$ cat src/rtl/pixel_packer_wr_if.sv
// rtl/pixel_packer_wr_if.sv - pixel stream in / fifo_dc write port out for pixel_packer_wr
interface pixel_packer_wr_if #(
    parameter int PIXEL_BITW = 8,
    parameter int PACK_NUM   = 4
);
    logic                           in_flag;
    logic [PIXEL_BITW-1:0]          in_data;
    logic                           in_sof;
    logic                           in_eol;
    logic                           out_wr_en;
    logic [PIXEL_BITW*PACK_NUM-1:0] out_wr_data;

    modport master (
        output in_flag, in_data, in_sof, in_eol,
        input  out_wr_en, out_wr_data
    );

    modport slave (
        input  in_flag, in_data, in_sof, in_eol,
        output out_wr_en, out_wr_data
    );
endinterface

$ cat src/rtl/pixel_packer_wr.sv
// rtl/pixel_packer_wr.sv - packs pixels into fifo_dc words with credit-based occupancy tracking
// Optional line counter port out_line_cnt enabled by defining PACKER_LINE_COUNT_EN.
module pixel_packer_wr #(
    parameter int PIXEL_BITW = 8,
    parameter int PACK_NUM   = 4,
    parameter int FIFO_SIZE  = 1024
) (
    input  logic                           wr_clock,
    input  logic                           n_rst,
    pixel_packer_wr_if.slave               pix,
    input  logic                           rd_toggle,
    output logic [$clog2(FIFO_SIZE+1)-1:0] out_level,
    output logic                           out_full,
`ifdef PACKER_LINE_COUNT_EN
    output logic                           out_overflow,
    output logic [15:0]                    out_line_cnt
`else
    output logic                           out_overflow
`endif
);
    localparam int WORD_W = PIXEL_BITW * PACK_NUM;
    localparam int LVL_W  = $clog2(FIFO_SIZE + 1);
    localparam int LANE_W = (PACK_NUM > 1) ? $clog2(PACK_NUM) : 1;
    localparam logic [LANE_W-1:0] LAST_LANE = LANE_W'(PACK_NUM - 1);
    localparam logic [LVL_W-1:0]  LVL_MAX   = LVL_W'(FIFO_SIZE);

    typedef enum logic [1:0] {WAIT_SOF, PACK, DROP_LINE} state_t;

    state_t              state_q, state_d;
    logic [LANE_W-1:0]   lane_q, lane_d, lane_pos;
    logic [WORD_W-1:0]   word_q, word_d, base_word, new_word;
    logic                wr_en_q, wr_en_d;
    logic [WORD_W-1:0]   wr_data_q, wr_data_d;
    logic [LVL_W-1:0]    level_q, level_d;
    logic                full_q, full_d;
    logic                ovf_q, ovf_d;
    logic                sync1_q, sync2_q, sync3_q;
    logic                accept, credit, dec;

    // rd_toggle crosses domains: two FFs to settle, third for edge detect.
    assign credit = sync2_q ^ sync3_q;
    assign accept = pix.in_flag && (pix.in_sof || state_q == PACK);

    always_comb begin
        state_d   = state_q;
        lane_d    = lane_q;
        word_d    = word_q;
        wr_en_d   = 1'b0;
        wr_data_d = wr_data_q;
        ovf_d     = ovf_q;
        lane_pos  = lane_q;
        base_word = word_q;
        if (pix.in_flag && pix.in_sof) begin
            lane_pos  = '0;
            base_word = '0;
            ovf_d     = 1'b0;
            state_d   = PACK;
        end
        new_word = base_word;
        new_word[int'(lane_pos)*PIXEL_BITW +: PIXEL_BITW] = pix.in_data;
        if (accept) begin
            if (lane_pos == LAST_LANE || pix.in_eol) begin
                lane_d = '0;
                word_d = '0;
                if (full_q) begin
                    // Keep line alignment: a word cut by eol needs no resync.
                    ovf_d   = 1'b1;
                    state_d = pix.in_eol ? PACK : DROP_LINE;
                end else begin
                    wr_en_d   = 1'b1;
                    wr_data_d = new_word;
                end
            end else begin
                lane_d = lane_pos + 1'b1;
                word_d = new_word;
            end
        end else if (state_q == DROP_LINE && pix.in_flag && pix.in_eol) begin
            state_d = PACK;
        end
    end

    // A credit with nothing counted is spurious and is ignored.
    assign dec = credit && (level_q != '0);

    always_comb begin
        level_d = level_q;
        if (wr_en_d && !dec)
            level_d = level_q + 1'b1;
        else if (dec && !wr_en_d)
            level_d = level_q - 1'b1;
        full_d = (level_d == LVL_MAX);
    end

    always_ff @(posedge wr_clock) begin
        if (!n_rst) begin
            state_q   <= WAIT_SOF;
            lane_q    <= '0;
            word_q    <= '0;
            wr_en_q   <= 1'b0;
            wr_data_q <= '0;
            level_q   <= '0;
            full_q    <= 1'b0;
            ovf_q     <= 1'b0;
            sync1_q   <= 1'b0;
            sync2_q   <= 1'b0;
            sync3_q   <= 1'b0;
        end else begin
            state_q   <= state_d;
            lane_q    <= lane_d;
            word_q    <= word_d;
            wr_en_q   <= wr_en_d;
            wr_data_q <= wr_data_d;
            level_q   <= level_d;
            full_q    <= full_d;
            ovf_q     <= ovf_d;
            sync1_q   <= rd_toggle;
            sync2_q   <= sync1_q;
            sync3_q   <= sync2_q;
        end
    end

    assign pix.out_wr_en   = wr_en_q;
    assign pix.out_wr_data = wr_data_q;
    assign out_level       = level_q;
    assign out_full        = full_q;
    assign out_overflow    = ovf_q;

`ifdef PACKER_LINE_COUNT_EN
    logic [15:0] line_cnt_q, line_cnt_d;

    // An sof pixel restarts the count, and still counts itself if it carries eol.
    always_comb begin
        line_cnt_d = line_cnt_q;
        if (accept)
            line_cnt_d = (pix.in_sof ? 16'd0 : line_cnt_q) + {15'd0, pix.in_eol};
    end

    always_ff @(posedge wr_clock) begin
        if (!n_rst)
            line_cnt_q <= '0;
        else
            line_cnt_q <= line_cnt_d;
    end

    assign out_line_cnt = line_cnt_q;
`endif
endmodule
$ cat src/flat_wrapper.sv
// flat-port wrapper written by rule: the top's interface ports become plain ports
module pixel_packer_wr_flat 
#(
    parameter int PIXEL_BITW = 8,
    parameter int PACK_NUM   = 4,
    parameter int FIFO_SIZE  = 1024
)
  (wr_clock, n_rst, rd_toggle, out_level, out_full, out_overflow, pix_in_flag, pix_in_data, pix_in_sof, pix_in_eol, pix_out_wr_en, pix_out_wr_data);
  pixel_packer_wr_if #(.PIXEL_BITW(PIXEL_BITW), .PACK_NUM(PACK_NUM)) pix_i ();
  input  logic wr_clock;
  input  logic n_rst;
  input  logic rd_toggle;
  output logic [$clog2(FIFO_SIZE+1)-1:0] out_level;
  output logic out_full;
  output logic out_overflow;
  input wire logic [$bits(pix_i.in_flag)-1:0] pix_in_flag;
  input wire logic [$bits(pix_i.in_data)-1:0] pix_in_data;
  input wire logic [$bits(pix_i.in_sof)-1:0] pix_in_sof;
  input wire logic [$bits(pix_i.in_eol)-1:0] pix_in_eol;
  output wire logic [$bits(pix_i.out_wr_en)-1:0] pix_out_wr_en;
  output wire logic [$bits(pix_i.out_wr_data)-1:0] pix_out_wr_data;
  assign pix_i.in_flag = pix_in_flag;
  assign pix_i.in_data = pix_in_data;
  assign pix_i.in_sof = pix_in_sof;
  assign pix_i.in_eol = pix_in_eol;
  assign pix_out_wr_en = pix_i.out_wr_en;
  assign pix_out_wr_data = pix_i.out_wr_data;
  pixel_packer_wr #(.PIXEL_BITW(PIXEL_BITW), .PACK_NUM(PACK_NUM), .FIFO_SIZE(FIFO_SIZE)) u_core (.wr_clock(wr_clock), .n_rst(n_rst), .pix(pix_i), .rd_toggle(rd_toggle), .out_level(out_level), .out_full(out_full), .out_overflow(out_overflow));
endmodule
$ cat config.mk
export PLATFORM = sky130hd
export DESIGN_NAME = pixel_packer_wr_flat
export DESIGN_NICKNAME = d
export VERILOG_FILES = /design/src/rtl/pixel_packer_wr_if.sv /design/src/rtl/pixel_packer_wr.sv /design/src/flat_wrapper.sv
export SDC_FILE = /design/constraint.sdc
export NUM_CORES = 1
export LEC_CHECK = 0
export ABC_AREA = 1
export ABC_CLOCK_PERIOD_IN_PS = 2950
export CAP_MARGIN = 25
export CORE_ASPECT_RATIO = 0.9
export CORE_MARGIN = 3
export CORE_UTILIZATION = 37
export CTS_BUF_LIST = sky130_fd_sc_hd__clkbuf_16
export CTS_CLUSTER_DIAMETER = 80
export DETAILED_ROUTE_END_ITERATION = 7
export SYNTH_ARGS = -nofsm -noshare
export SYNTH_HDL_FRONTEND = slang
export SYNTH_SLANG_ARGS = --single-unit
export TNS_END_PERCENT = 5
$ cat constraint.sdc
create_clock -name wr_clock -period 2.95 [get_ports wr_clock]
set_input_delay 0.59 -clock wr_clock [delete_from_list [all_inputs] [get_ports wr_clock]]
set_output_delay 0.59 -clock wr_clock [all_outputs]
set_load 0.01 [all_outputs]
# After elaboration in Yosys (flattened, before gate mapping)

Cells that the tools add are included.

Register bits: 85
Input port bits: 14
Output and inout bits: 46
Logic and storage cells: 56

$add $sub $neg: 4
Eq/ne operators: 4
Shift-type cells: 2
Multiplexer cells: 20
Bitwise gates (word level): 2
Reduce and logical (&&, ||, !) cells: 13

Operator list:

| operator                                                                 | number |
|---|---|
| 32-bit two-way mux                                                       | 2 |
| 5-bit negator with 33-bit output                                         | 1 |
| 8-bit by 33-bit variable shift with 32-bit output (first input constant) | 1 |
| 8-bit by 33-bit variable part select with 32-bit output                  | 1 |
| 32-bit bitwise mux                                                       | 1 |
| 11-bit two-way mux                                                       | 2 |
| 2-bit two-way mux                                                        | 8 |
| 11-bit by 1-bit adder with 11-bit output (second input constant)         | 1 |
| 11-bit equality test (second input constant)                             | 1 |
| 11-bit nonzero test                                                      | 1 |
| 11-bit by 1-bit subtractor with 11-bit output (second input constant)    | 1 |
| 1-bit logical AND                                                        | 7 |
| 1-bit two-way mux                                                        | 7 |
| 2-bit equality test (second input constant)                              | 2 |
| 3-bit AND reduction                                                      | 1 |
| 2-bit by 1-bit adder with 2-bit output (second input constant)           | 1 |
| 2-bit by 1-bit equality test with 1-bit output (second input constant)   | 1 |
| 1-bit logical NOT                                                        | 2 |
| 1-bit logical OR                                                         | 2 |
| 1-bit NOT                                                                | 1 |
| 1-bit XOR                                                                | 1 |

# Longest topological paths before layout

Gate-level depths: netlist of the first run.

Depth after elaboration: 11
Gate-level depth with buffers: 17
Gate-level depth less buffers: 17

# Worst setup path before layout of the first run

OpenSTA, ideal clock, no wires.

Path kind: input to register
Start point: input pix_in_sof
End point: register u_core.word_q[24]
Setup time: 0.128 ns
Arrival: 2.268 ns
Data required time: 2.822 ns
Setup slack: 0.554 ns
Stages on the path: 11
Path buffers: 0
Cell sequence: nand2_2 > inv_1 > nor2_1 > inv_1 > ha_1 > clkinv_1 > nand3_1 > nor2_1 > a31oi_1 > a2bb2oi_1 > nor2_1

Word-level cells in the longest chain between the ends: 6
Elaborated cells on any way between the ends: 12
Those cells by class: add/sub (1); eq/ne (1); shift (2); mux (4); reduce/logical (4)

Ends and longest elaborated chain:

| element                                                                                                                      | line                   | text |
|---|---|---|
| start: declaration                                                                                                           | flat_wrapper.sv:18     | `input wire logic [$bits(pix_i.in_sof)-1:0] pix_in_sof;` |
| 1-bit logical AND                                                                                                            | pixel_packer_wr.sv:53  | `if (pix.in_flag && pix.in_sof) begin` |
| 2-bit two-way mux                                                                                                            | pixel_packer_wr.sv:53  |  |
| 5-bit negator with 33-bit output                                                                                             | pixel_packer_wr.sv:60  | `new_word[int'(lane_pos)*PIXEL_BITW +: PIXEL_BITW] = pix.in_data;` |
| 8-bit by 33-bit variable part select with 32-bit output or 8-bit by 33-bit variable shift with 32-bit output (tied branches) | pixel_packer_wr.sv:60  |  |
| 32-bit bitwise mux                                                                                                           | pixel_packer_wr.sv:60  |  |
| 32-bit two-way mux                                                                                                           | pixel_packer_wr.sv:62  | `if (lane_pos == LAST_LANE \|\| pix.in_eol) begin` |
| end signal: assignment                                                                                                       | pixel_packer_wr.sv:110 | `word_q <= word_d;` |
| end: declaration                                                                                                             | pixel_packer_wr.sv:31  | `logic [WORD_W-1:0] word_q, word_d, base_word, new_word;` |

Parallel ways exist; a longest one is shown, timed or not.
A chain may end at the register's enable or synchronous reset.

# Worst setup path in the final report of the first run

Start point: input pix_in_flag
End point: register u_core.full_q (netlist: u_core.out_full)

Word-level cells in the longest chain between the ends: 11
Elaborated cells on any way between the ends: 13
Those cells by class: eq/ne (2); mux (5); reduce/logical (6)

Ends and longest elaborated chain:

| element                | line                   | text |
|---|---|---|
| start: declaration     | flat_wrapper.sv:16     | `input wire logic [$bits(pix_i.in_flag)-1:0] pix_in_flag;` |
| 1-bit logical AND      | pixel_packer_wr.sv:53  |  |
| 2-bit two-way mux      | pixel_packer_wr.sv:53  |  |
| 2-bit equality test    | pixel_packer_wr.sv:62  |  |
| 1-bit logical OR       | pixel_packer_wr.sv:62  |  |
| 1-bit two-way mux      | pixel_packer_wr.sv:62  |  |
| 1-bit two-way mux *    | pixel_packer_wr.sv:61  | `if (accept) begin` |
| 1-bit logical NOT      | pixel_packer_wr.sv:89  | `else if (dec && !wr_en_d)` |
| 1-bit logical AND      | pixel_packer_wr.sv:89  |  |
| 11-bit two-way mux     | pixel_packer_wr.sv:89  |  |
| 11-bit two-way mux *   | pixel_packer_wr.sv:87  | `if (wr_en_d && !dec)` |
| 11-bit equality test * | pixel_packer_wr.sv:91  | `full_d = (level_d == LVL_MAX);` |
| end signal: assignment | pixel_packer_wr.sv:114 | `full_q <= full_d;` |
| end: declaration       | pixel_packer_wr.sv:35  | `logic full_q, full_d;` |

Every way passes the cells marked *; elsewhere a longest branch is shown, timed or not.

==> results of run 1 <==
cells by family after synthesis:
kind of cell               count (synthesis)
xor gates and xnor gates                   5
AOI/OAI and AO/OA                        147
and+or+nand+nor                          246
adders and majority gates                  9
DFF                                       85
buffers and inverters                     71
cell usage in the layout, fill, tap and decap left out, types with 8 or more instances in the layout:
master,Yosys,routed
nand2_1,97,97
a31oi_1,8,8
ha_1,9,9
clkbuf_16,0,9
nand3_1,22,22
a21oi_1,46,46
a32oi_1,16,16
inv_1,25,25
nor2_1,85,85
clkinv_1,8,8
dfxtp_1,85,85
clkdlybuf4s50_1,0,59
o21ai_0,47,47
buf_4,0,18
a2bb2oi_1,24,24
nand4_1,14,14
registers in the layout, summed over array words and instances (netlist names), 2 cells and up:
signal                  count
u_core.word_q              32
u_core.lane_q               2
u_core.out_level           11
u_core.pix.out_wr_data     32
u_core.state_q              2
power breakdown:
group	internal [uW]	leakage, uW	switching (uW)	total (uW)
registers	1230	0.000691	115	1350
clock network	669	0.000145	493	1160
logic	494	0.00122	711	1200
layout make-up:
type	count	share of cell area, %
Tap cell	152	3.58
Clock buffer	9	4.24
Inverter	41	2.94
Clock inverter	7	1.55
Multi-Input combinational cell	407	41.7
Timing Repair Buffer	78	14.0
Sequential cell	85	32.0
per-stage QoR:
step                      area, um2  utilization (%)  setup WS, ns  std cells
after floorplan                4230                -         0.554        563
after global placement         5010             45.6         0.110        763
after detailed placement       5010             45.6        0.0326        763
after CTS                      5320             48.4         0.380        779
after global routing           5320             48.4        0.0982        779
final                          5320             48.4         0.378        779
path summary, 6_finish.rpt:
path                                           from               to  cells past startpoint
worst min register to register       u_core.sync1_q   u_core.sync2_q                      2
worst max register to register  u_core.out_level[0]  u_core.out_full                     15
worst min-delay path                 u_core.sync1_q   u_core.sync2_q                      2
worst max-delay path                    pix_in_flag  u_core.out_full                     18
critical path: cells and delay by family:
family                   cells  cell delay (ns)
AND/OR/NAND/NOR             13             1.20
buffers and inverters        4             0.83
adder cells (fa/ha/maj)      1             0.20
routing by layer:
layer  wire length, um  up-vias  global-route usage [%]
met5                 0        -                       0
li1                  -     2035                       -
met1              5320     1878                    24.2
met4                89        0                    4.88
met2              5130       90                    29.3
met3               520        8                    4.73
==> summary.txt, run 1 <==
Yosys
  – Number of distinct library cells after synthesis: 33
  – Post-synthesis adder-cell area fraction: 2.66%
  – Seq/Total Area, Yosys: 40.2%
  – Primary FF master, synth: dfxtp_1
  – Top post-synthesis cells by area: dfxtp_1, nand2_1, nor2_1, o21ai_0, a21oi_1
  – Synthesized Nets: 586
  – FF+latch count, synth: 85
  – Synth area leader: dfxtp_1
  – Post-synthesis mux area share: 0%
  – Synth async-reset ratio: 0%
  – EDFF count, synth: 0
  – Post-Syn Instances: 563
  – Post-synth top area share: 40.2%
  – Commonest cells post-synth: nand2_1, dfxtp_1, nor2_1, o21ai_0, a21oi_1
  – Syn_area_per_cell: 7.51 um2
  – Synth Cell Area: 0.00423 mm2
  – Most numerous cell in the Yosys netlist: nand2_1
  – Area fraction in compound gates after synthesis: 21.9%
  – Post-Synth XOR/XNOR Area: 1.04%
  – Synth Area in Simple Gates: 26.7%
  – YS warnings: 0
  – Largest family of logic cells by synthesized area: simple AND/OR/NAND/NOR gates

Clock tree
  – CTS Buf Count: 9
  – CTS Sinks: 85
  – Clock Tree Root: clkbuf_16
  – Clk slew on worst S/H paths: 0.06 ns
  – CTS Buffer Depth: 2
  – Post-CTS Setup Repair Bufs: 0
  – Post-cts resize count: 0
  – CTS HTree Levels: 3
  – TritonCTS clock tree: yes
  – Hold buffers post-CTS: 0
  – Worst-Skew Late Latency: 0.34 ns

Drt
  – Iter 0 DRT Violations: 221
  – Total Wirelength: 11,100 um
  – Post-DR wirelength/cell: 14.2 um
  – Vias post-DR: 4,011
  – First-pass DRT Iterations: 4
  – Routed vias/inst: 5.15
  – ANT nets after route: 0
  – DRC: 0

Placed design
  – Buffers on Ports: 59
  – HPWL after DPL: 7770 um
  – Placer's final routability congestion estimate: 0.853

Die
  – Die H: 107 um
  – Initial core utilization: 38.5%
  – # IOs: 60
  – Die width: 119 um
  – Core ar.: 0.0110 mm2
  – # rows: 36
  – Die Area: 0.0128 mm2

Timing
  – Fin Hold WS: 0.416 ns
  – Final min period: 2.57 ns
  – Worst-margin pin slew: 0.551 ns
  – Slew HR: 63.1%
  – RSZ-0062 raised after global routing: no
  – Final setup fails: 0
  – Crit share post-route: 87.2%
  – Post-Route Setup TNS: 0 ns
  – Max Fclk: 389 MHz
  – Fin. Hold Viols: 0
  – Slew Viols, Final: 0
  – Skew final: 0.00715 ns

Global routing
  – Largest net degree at the start of global routing: 57
  – Vias in the first global route: 3,873
  – Global-route total usage across every layer: 18.2%
  – Initial antenna violation count: 0
  – First-pass GRT wire length: 18,900 um
  – Overflow after GRT: 0

Worst setup path
  – Critical path cell sequence: clkdlybuf4s50_1, nand2_2, inv_1, nor2_1, ha_1, nor2_2, nor2_1, nand2_4, inv_2, nand2_4, clkinv_1, nand2_1, nand2_1, nand2_1, nand2_1, nor2_1, nand2_1, nor2_1
  – CP Data Required Time: 3.23 ns
  – Critical Path Slowest Stage Cell: clkdlybuf4s50_1
  – Critical setup path kind: in -> reg
  – R2R Setup Slk: 0.60 ns
  – Crit. End Element: flip-flop
  – Setup crit start kind: input pin
  – Crit-path max cell delay: 0.52 ns
  – CP dominant cell by count: nand2_1
  – WP data arrival: 2.85 ns
  – Peak fanout along the critical path: 17

Final layout
  – Fin nets: 645
  – Area of the multi-input gates: 0.00221 mm2
  – Number of diodes: 0
  – Area grow syn2layout: 25.7%
  – Share of cells above drive strength 1: 11.5%
  – Fillers: 1,129
  – Sequential cell area: 0.00170 mm2

Power and ir drop
  – Final Power: 3710 uW
  – Peak supply drop: 0.505 mV
  – Leak: 0.00205 uW
  – Power per cell area: 698 mW/mm2

Flow run
  – Max_cap viols: 0

Run status
  – Outcome: finished, final reports clean

Worst hold path
  – Hold Path Class: reg -> reg
(Power assumes the default switching activity.)
==> inputs of run 2 (changes only) <==
--- a/config.mk
+++ b/config.mk
@@ -14,6 +14,8 @@
 export CTS_BUF_LIST = sky130_fd_sc_hd__clkbuf_16
 export CTS_CLUSTER_DIAMETER = 80
 export DETAILED_ROUTE_END_ITERATION = 7
+export GPL_ROUTABILITY_DRIVEN = 0
+export PLACE_DENSITY_LB_ADDON = 0.05
 export SYNTH_ARGS = -nofsm -noshare
 export SYNTH_HDL_FRONTEND = slang
 export SYNTH_SLANG_ARGS = --single-unit
==> run 2 against run 1 <==
Effect of this change:
- utilization grew 0.080 points
- final area grew 0.16%
- power grew 1.4%
- cell count grew 0.26%
- critical endpoint unchanged
- largest cell class unchanged
- highest routed layer unchanged
==> summary.txt, run 2 (same netlist as run 1, synthesis figures left out) <==
Run status
  – Outcome: finished, final reports clean (unchanged)

Final layout
  – Core Util, Final: 48.5% (was 48.4%)
  – Commonest non-fill, non-tap cells in the layout: nand2_1, nor2_1, dfxtp_1 (unchanged)
  – Sequential cell area: 0.00170 mm2 (unchanged)
  – Fillers: 1,157 (was 1,129)
  – Share of cells above drive strength 1: 11.4% (was 11.5%)
  – Fin nets: 647 (was 645)
  – Final cell count without fillers: 781 (was 779)
  – Number of diodes: 0 (unchanged)
  – Area of the multi-input gates: 0.00221 mm2 (unchanged)
  – Most common cell after layout, fill and taps aside: nand2_1 (unchanged)
  – Area grow syn2layout: 25.9% (was 25.7%)

Global routing
  – First-pass GRT wire length: 19,400 um (was 18,900 um)
  – Vias in the first global route: 3,790 (was 3,873)
  – Met3 usage: 4.26% (was 4.73%)
  – Largest net degree at the start of global routing: 39 (was 57)
  – Global-route total usage across every layer: 19.1% (was 18.2%)
  – Gr busiest metal: met2 (unchanged)
  – Overflow after GRT: 0 (unchanged)
  – Grt met1 use: 27.0% (was 24.2%)
  – Initial antenna violation count: 0 (unchanged)
  – M2 GR Usage: 28.4% (was 29.3%)

Worst setup path
  – Crit-path max cell delay: 0.52 ns (about the same)
  – Critical setup path kind: in -> reg (unchanged)
  – CP Data Required Time: 3.23 ns (about the same)
  – Crit. End Element: flip-flop (unchanged)
  – Worst path bufs/invs: 4 (unchanged)
  – CP dominant cell by count: nand2_1 (unchanged)
  – Setup crit start kind: input pin (unchanged)
  – R2R Setup Slk: 0.62 ns (was 0.60 ns)
  – Peak fanout along the critical path: 17 (unchanged)
  – CP delay by family, top: simple AND/OR/NAND/NOR gates (unchanged)
  – Critical path cell sequence: clkdlybuf4s50_1, nand2_2, inv_1, nor2_1, ha_1, nor2_2, nor2_1, nand2_4, inv_2, nand2_4, clkinv_1, nand2_1, nand2_1, nand2_1, nand2_1, nor2_1, nand2_1, nor2_1 (unchanged)
  – WP data arrival: 2.82 ns (was 2.85 ns)
  – Critical Path Slowest Stage Cell: clkdlybuf4s50_1 (unchanged)

Clock tree
  – Worst-Skew Late Latency: 0.34 ns (about the same)
  – CTS HTree Levels: 3 (unchanged)
  – Post-cts resize count: 0 (unchanged)
  – CTS Buf Count: 9 (unchanged)
  – Clk slew on worst S/H paths: 0.06 ns (about the same)
  – CTS Buffer Depth: 2 (unchanged)
  – TritonCTS clock tree: yes (unchanged)
  – Post-CTS Setup Repair Bufs: 0 (unchanged)
  – Clock Tree Root: clkbuf_16 (unchanged)
  – CTS Sinks: 85 (unchanged)
  – Hold buffers post-CTS: 0 (unchanged)

Die
  – Die width: 119 um (unchanged)
  – # IOs: 60 (unchanged)
  – Die H: 107 um (unchanged)
  – Core ar.: 0.0110 mm2 (unchanged)
  – # rows: 36 (unchanged)
  – Initial core utilization: 38.5% (unchanged)
  – Die Area: 0.0128 mm2 (unchanged)

Placed design
  – HPWL after DPL: 8150 um (was 7770 um)
  – DP Cell Count: 765 (was 763)
  – Buffers on Ports: 59 (unchanged)

Power and ir drop
  – Final Power: 3760 uW (was 3710 uW)
  – Seq pwr share: 35.8% (was 36.2%)
  – Internal power: 2460 uW (was 2390 uW)
  – Clock power share: 31.9% (was 31.3%)
  – Leak: 0.00206 uW (was 0.00205 uW)
  – Logic pwr share: 32.3% (was 32.4%)
  – Sw Share: 34.6% (was 35.5%)
  – Psw: 1300 uW (was 1320 uW)
  – Power per cell area: 707 mW/mm2 (was 698 mW/mm2)
  – Peak supply drop: 0.358 mV (was 0.505 mV)

Drt
  – Vias post-DR: 3,997 (was 4,011)
  – ANT nets after route: 0 (unchanged)
  – Routed vias/inst: 5.12 (was 5.15)
  – Iter 0 DRT Violations: 240 (was 221)
  – Total Wirelength: 11,600 um (was 11,100 um)
  – DRC: 0 (unchanged)
  – First-pass DRT Iterations: 5 (was 4)
  – Post-DR wirelength/cell: 14.9 um (was 14.2 um)

Timing
  – Final setup fails: 0 (unchanged)
  – Fin Hold WS: 0.418 ns (was 0.416 ns)
  – RSZ-0062 raised after global routing: no (unchanged)
  – Post-Route Setup TNS: 0 ns (unchanged)
  – Fin. Hold Viols: 0 (unchanged)
  – Slew Viols, Final: 0 (unchanged)
  – Slew HR: 60.6% (was 63.1%)
  – Max Fclk: 394 MHz (was 389 MHz)
  – Crit share post-route: 86.1% (was 87.2%)
  – Worst-margin pin slew: 0.588 ns (was 0.551 ns)
  – Skew final: 0.00451 ns (was 0.00715 ns)
  – Final min period: 2.54 ns (was 2.57 ns)

Flow run
  – Max_cap viols: 0 (unchanged)

Worst hold path
  – Hold Path Class: reg -> reg (unchanged)
run 2: area by class of cell:
cell class	instances	share of cell area [%]
Clock buffer	9	4.23
Clock inverter	7	1.67
Inverter	41	2.94
Multi-Input combinational cell	407	41.6
Sequential cell	85	32.0
Tap cell	152	3.57
Timing Repair Buffer	80	14.1
run 2: worst paths after layout:
check,depth (start not counted),endpoint,startpoint
setup / recovery,18,u_core.out_full,pix_in_flag
setup reg to reg,15,u_core.out_full,u_core.out_level[0]
hold / removal,2,u_core.sync2_q,u_core.sync1_q
hold reg to reg,2,u_core.sync2_q,u_core.sync1_q
run 2: stage by stage:
stage,setup slack [ns],instance area [um2]
2_1_floorplan,0.554,4230
3_3_place_gp,0.106,5010
3_5_place_dp,0.0596,5010
4_1_cts,0.410,5330
5_1_grt,0.127,5330
6_report,0.409,5330
run 2: power by group through the flow:
| stage | Clock, uW | Combinational, uW | Sequential, uW |
|---|---|---|---|
| finish | 1200 | 1220 | 1350 |
| global route | 1290 | 1350 | 1370 |
| CTS | 1240 | 1210 | 1350 |
| detailed placement | 0 | 1210 | 1370 |
| global placement | 0 | 1210 | 1370 |
| floorplan | 0 | 870 | 1360 |
run 2: layer usage:
metal	vias up	share of wire, %
li1	2037	-
met1	1847	51
met2	100	42
met3	13	5.5
met4	0	1.6
met5	-	0
run 2: tightest hold or removal path: stages, from the launching register on:
cell,delay [ns]
dfxtp_1,0.31
nand2_1,0.05
inv_1,0.04
==> inputs of run 3 (changes only) <==
--- a/config.mk
+++ b/config.mk
@@ -14,8 +14,8 @@
 export CTS_BUF_LIST = sky130_fd_sc_hd__clkbuf_16
 export CTS_CLUSTER_DIAMETER = 80
 export DETAILED_ROUTE_END_ITERATION = 7
-export GPL_ROUTABILITY_DRIVEN = 0
 export PLACE_DENSITY_LB_ADDON = 0.05
+export SLEW_MARGIN = 10
 export SYNTH_ARGS = -nofsm -noshare
 export SYNTH_HDL_FRONTEND = slang
 export SYNTH_SLANG_ARGS = --single-unit
==> results of run 3 <==
Final layout, timing and power as in run 2 (identical DEF).
